==> src/rtl/aes_round_ctrl.sv <==
// aes_round_ctrl -- round sequencer for the AES-128 encryption datapath.
//
// Sequences one block through the initial AddRoundKey, NR-1 full rounds
// (SubBytes/ShiftRows, MixColumns, AddRoundKey) and a final round with
// MixColumns bypassed. It holds only control state; the state register,
// SubBytes/ShiftRows, MixColumns and key storage live in the datapath.
//
// Ports
//   clk, rst_n              clock, async active-low reset
//   start_valid/start_ready accept a plaintext block (ready only in IDLE)
//   abort                   synchronous cancel, highest priority
//   key_req/key_idx/key_ack round-key handshake, key_idx tracks round
//   st_load/st_sel          state-register load strobe and source select
//                           (0 pt^key, 1 SubBytes/ShiftRows, 2 MixColumns,
//                           3 state^key)
//   mix_en/mix_bypass       MixColumns enable / final-round bypass flag
//   round, busy             current round number, not idle
//   done_valid/done_ready   ciphertext handshake
module aes_round_ctrl #(
  parameter int NR      = 10,
  parameter int SB_LAT  = 1,
  parameter int MIX_LAT = 2
) (
  input  logic       clk,
  input  logic       rst_n,
  input  logic       start_valid,
  output logic       start_ready,
  input  logic       abort,
  output logic       key_req,
  output logic [3:0] key_idx,
  input  logic       key_ack,
  output logic       st_load,
  output logic [1:0] st_sel,
  output logic       mix_en,
  output logic       mix_bypass,
  output logic [3:0] round,
  output logic       busy,
  output logic       done_valid,
  input  logic       done_ready
);

  localparam logic [2:0] S_IDLE = 3'd0;
  localparam logic [2:0] S_KEY  = 3'd1;
  localparam logic [2:0] S_SUB  = 3'd2;
  localparam logic [2:0] S_MIX  = 3'd3;
  localparam logic [2:0] S_DONE = 3'd4;

  // cnt only needs to reach the larger of the two latencies minus one
  localparam int LMAX = (SB_LAT > MIX_LAT) ? SB_LAT : MIX_LAT;
  localparam int CW   = (LMAX > 1) ? $clog2(LMAX) : 1;
  localparam logic [CW-1:0] SB_LAST  = CW'(SB_LAT - 1);
  localparam logic [CW-1:0] MIX_LAST = CW'(MIX_LAT - 1);
  localparam logic [3:0]    LAST_RND = 4'(NR);

  logic [2:0]    state, state_nx;
  logic [3:0]    round_nx;
  logic [CW-1:0] cnt, cnt_nx;
  logic          last_rnd, sb_last, mix_last;

  assign last_rnd = (round == LAST_RND);
  assign sb_last  = (cnt == SB_LAST);
  assign mix_last = (cnt == MIX_LAST);

  always_comb begin
    state_nx = state;
    round_nx = round;
    cnt_nx   = cnt;
    if (abort) begin
      state_nx = S_IDLE;
      round_nx = '0;
      cnt_nx   = '0;
    end else begin
      case (state)
        S_IDLE: if (start_valid) begin
          state_nx = S_KEY;
          round_nx = '0;
          cnt_nx   = '0;
        end
        S_KEY: if (key_ack) begin
          // the key add of the last round ends the block; otherwise the
          // round counter advances here and only here
          if (last_rnd) state_nx = S_DONE;
          else begin
            state_nx = S_SUB;
            round_nx = round + 4'd1;
            cnt_nx   = '0;
          end
        end
        S_SUB: if (sb_last) begin
          cnt_nx   = '0;
          state_nx = last_rnd ? S_KEY : S_MIX;
        end else cnt_nx = cnt + 1'b1;
        S_MIX: if (mix_last) begin
          cnt_nx   = '0;
          state_nx = S_KEY;
        end else cnt_nx = cnt + 1'b1;
        S_DONE: if (done_ready) begin
          state_nx = S_IDLE;
          round_nx = '0;
        end
        default: begin
          state_nx = S_IDLE;
          round_nx = '0;
          cnt_nx   = '0;
        end
      endcase
    end
  end

  always_ff @(posedge clk or negedge rst_n) begin
    if (!rst_n) begin
      state <= S_IDLE;
      round <= '0;
      cnt   <= '0;
    end else begin
      state <= state_nx;
      round <= round_nx;
      cnt   <= cnt_nx;
    end
  end

  // Moore decode except st_load/st_sel (key_ack) and the abort gating
  always_comb begin
    start_ready = (state == S_IDLE);
    busy        = (state != S_IDLE);
    mix_bypass  = busy && last_rnd;
    key_idx     = round;
    key_req     = 1'b0;
    st_load     = 1'b0;
    st_sel      = 2'd0;
    mix_en      = 1'b0;
    done_valid  = 1'b0;
    case (state)
      S_KEY: begin
        key_req = 1'b1;
        if (key_ack) begin
          st_load = 1'b1;
          st_sel  = (round == 4'd0) ? 2'd0 : 2'd3;
        end
      end
      S_SUB: if (sb_last) begin
        st_load = 1'b1;
        st_sel  = 2'd1;
      end
      S_MIX: begin
        mix_en = 1'b1;
        if (mix_last) begin
          st_load = 1'b1;
          st_sel  = 2'd2;
        end
      end
      S_DONE: done_valid = 1'b1;
      default: ;
    endcase
    if (abort) begin
      st_load    = 1'b0;
      st_sel     = 2'd0;
      key_req    = 1'b0;
      done_valid = 1'b0;
    end
  end

endmodule

==> config.mk <==
export PLATFORM = sky130hd
export DESIGN_NAME = aes_round_ctrl
export DESIGN_NICKNAME = d
export VERILOG_FILES = /design/src/rtl/aes_round_ctrl.sv
export SDC_FILE = /design/constraint.sdc
export NUM_CORES = 1
export LEC_CHECK = 0
export CAP_MARGIN = 20
export CORE_MARGIN = 2
export CORE_UTILIZATION = 47
export DETAILED_ROUTE_END_ITERATION = 6
export PLACE_DENSITY = 0.83
export SYNTH_ARGS = -nofsm -noshare
export SYNTH_HDL_FRONTEND = slang
export SYNTH_SLANG_ARGS = --single-unit
==> constraint.sdc <==
create_clock -name clk -period 3.06 [get_ports clk]
set_clock_uncertainty 0.05 [all_clocks]
set_input_delay 0.918 -clock clk [delete_from_list [all_inputs] [get_ports clk]]
set_output_delay 0.918 -clock clk [all_outputs]
set_load 0.005 [all_outputs]
==> results of run 1 <==
-- power by group --
group	switching (W)	internal, W
sequential	0.0000692	0.000129
combinational	0.000123	0.000169
clock	0.0000332	0.0000447
-- worst max-delay path, cell delays in order --
cell             delay [ps]
clkbuf_2                100
nand4bb_1               110
a21oi_2                 160
o221a_2                 190
clkdlybuf4s50_1         490
-- cells by family after synthesis --
kind of cell | after synthesis | share of synthesized area, %
buf+inv | 11 | 9.58
flops | 8 | 29.5
fa+ha+maj | 3 | 5.53
simple gates | 37 | 36.5
compound gates | 17 | 17.7
xor+xnor | 1 | 1.29
-- placed cells by master (no fill, tap or decap), drive strengths merged, types with 2 or more instances in the layout --
cell type / count
nor4b: 3
nand3b: 3
inv: 3
a21oi: 5
nand2: 2
dlygate4sd2: 2
dfrtp: 8
nand2b: 2
ha: 3
nor3: 4
a31oi: 2
clkdlybuf4s50: 17
buf: 7
o21ai: 4
a211o: 2
nor2: 11
nand3: 5
clkbuf: 5
-- repair_timing --
action | CTS | global route
pin swaps | 0 | 2
setup endpoints to repair | 5 | 3
resized for setup | 10 | 5
setup buffers | 2 | 0
-- routing by layer --
metal	vias to the layer above	routed length [um]	GRT usage [%]
li1	328	-	-
met1	311	749	26.0
met2	17	876	36.9
met3	0	79	8.62
met4	0	0	2.50
met5	-	0	0
-- worst max-delay path by stage --
stage                         from         end  slack, ps
after floorplan              abort  done_valid        640
final                      key_ack   st_sel[0]        120
after CTS                  key_ack   st_sel[0]         10
after global routing      state[0]   st_sel[0]         40
after global placement     key_ack   st_sel[1]       -310
after detailed placement   key_ack   st_sel[1]       -370
-- final cells by class --
type / instances / share of cell area [%]
clock buffer: 3 / 2.36
inverter: 3 / 1.18
multi-input combinational: 58 / 45.5
sequential: 8 / 21.0
tap: 15 / 1.97
timing repair buffer: 29 / 28.0
-- stage by stage --
step                setup slack (ps)  cell area [um^2]  setup TNS (ps)  std cells  hold WS [ps]
floorplan                        636               679               0         77           452
global placement                -305               902           -1330        111           483
detailed placement              -368               902           -1470        111           487
CTS                             13.9               953               0        116           493
global route                    37.0               953               0        116           510
finish                           123               953               0        116           496
-- flip-flops by register name, summed over array words and instances, names as in the netlist --
name	flops
state	3
key_idx	4
cnt	1
==> results.py, run 1 <==
metrics = {
    "synth": {
        "synth_edf_count": 0,
        "yosys_warnings": 0,
        "synth.yosys.seq_area_share_pct": 29.5,
        "netlist_instances": 77,
        "synth_top_area_share_pct": 29.5,
        "syn-num-nets": 86,
        "syn_area_um2": 679,
        "synth_area_leaders": "dfrtp_1 29%, nor2_1 6.1%, ha_1 5.5%, buf_4 4.4%, nand3_1 3.7%",
        "synth.largest_area_cell": "dfrtp_1",
        "synth_commonest_cells": "11 x nor2_1, 8 x dfrtp_1, 5 x nand3_1, 4 x buf_4",
        "ys_ff_latch": 8,
        "ys.flop_type": "dfrtp_1",
        "postSynth.asyncResetShare_pct": 100,
        "synth_cell_types": 35,
        "post-synth-top-count-cell": "nor2_1",
        "syn_avg_cell_area_um2": 8.82,
    },
    "min_path": {
        "hold_class": "reg2reg",
        "hp-start": "cnt",
        "holdPathEnd": "cnt",
        "hold_path_depth": 1,
    },
    "detailed_routing": {
        "drc": 0,
        "totalWireLength_um": 1710,
        "detail-route-antenna-nets": 0,
        "post_drt_via_cell_ratio": 5.66,
        "vias": 656,
        "first_pass_iters": 4,
        "initialDrtViolationCount": 9,
        "wl_per_cell_um": 14.7,
    },
    "clock_tree": {
        "tritoncts": "built",
        "cts_root_buffer": "clkbuf_4",
        "cts_htree_levels": 1,
        "clkTransAtPathRegs_ps": 50,
        "cts.sinks": 8,
        "worstSkewPairLatency_ps": 250,
        "numCtsBuffers": 3,
        "clock_path_buffers": 2,
        "postCtsHoldBufs": 0,
    },
    "power_and_ir_drop": {
        "total_power_w": 0.000568,
        "p_per_area_nw_per_um2": 596,
        "ir_drop_mv": 0.449,
        "p_leak_nw": 0.432,
    },
    "place": {
        "numPortBuffers": 22,
        "gp_congestion": 0.794,
        "dp_hpwl_um": 1230,
    },
    "floorplan": {
        "die_h_um": 42.0,
        "fp.dieW_um": 42.0,
        "dieArea_um2": 1770,
        "start_util_pct": 50.9,
        "fp.coreArea_um2": 1330,
        "ios": 23,
        "rows": 13,
    },
    "timing": {
        "rsz0062_at_grt": "false",
        "worstMarginPinSlew_ps": 537,
        "slew_headroom_pct": 64.2,
        "setup_viol": 0,
        "maxSlewViolCount": 0,
        "period_share_pct": 96.0,
        "finalHoldViolCount": 0,
        "fmax_mhz": 341,
        "finalCriticalPeriod_ps": 2940,
    },
    "run": {
        "drv_cap": 0,
    },
    "run_status": {
        "status": "complete, no violations",
    },
    "global_route": {
        "overflow": 0,
        "grt_pass1_wl_um": 2880,
        "grt_max_degree": 17,
        "antenna_found_initial": 0,
        "grt_util_all_layers_pct": 21.4,
        "grt_pass1_vias": 646,
    },
    "critical_path": {
        "ff2ff_setup_slack_ps": 1180,
        "worstPathArrival_ps": 1970,
        "crit_type": "in2out",
        "crit_required_ps": 2090,
        "crit_fanout": 3,
        "r2r_cells": 5,
        "r2r_end": "state[0]",
        "rr_startpoint": "state[2]",
        "critPathLaunchType": "primary input",
        "endpoint_kind": "primary output",
    },
    "finish": {
        "seqCellArea_um2": 200,
        "area.growth.synth_to_final_pct": 40.3,
        "nets": 112,
        "num-fill-cells": 105,
        "num_antenna_cells": 0,
        "multi_input_area_um2": 434,
        "drive_gt1_share_pct": 24.8,
        "finalCoreUtilization_pct": 71.5,
    },
}
Note: power is estimated with default switching activity, not from simulation.
==> run 2: changes to the inputs <==
- TNS_END_PERCENT: unset -> 50
==> results of run 2 <==
The final DEF is identical to that of run 1; final timing and power are the same.
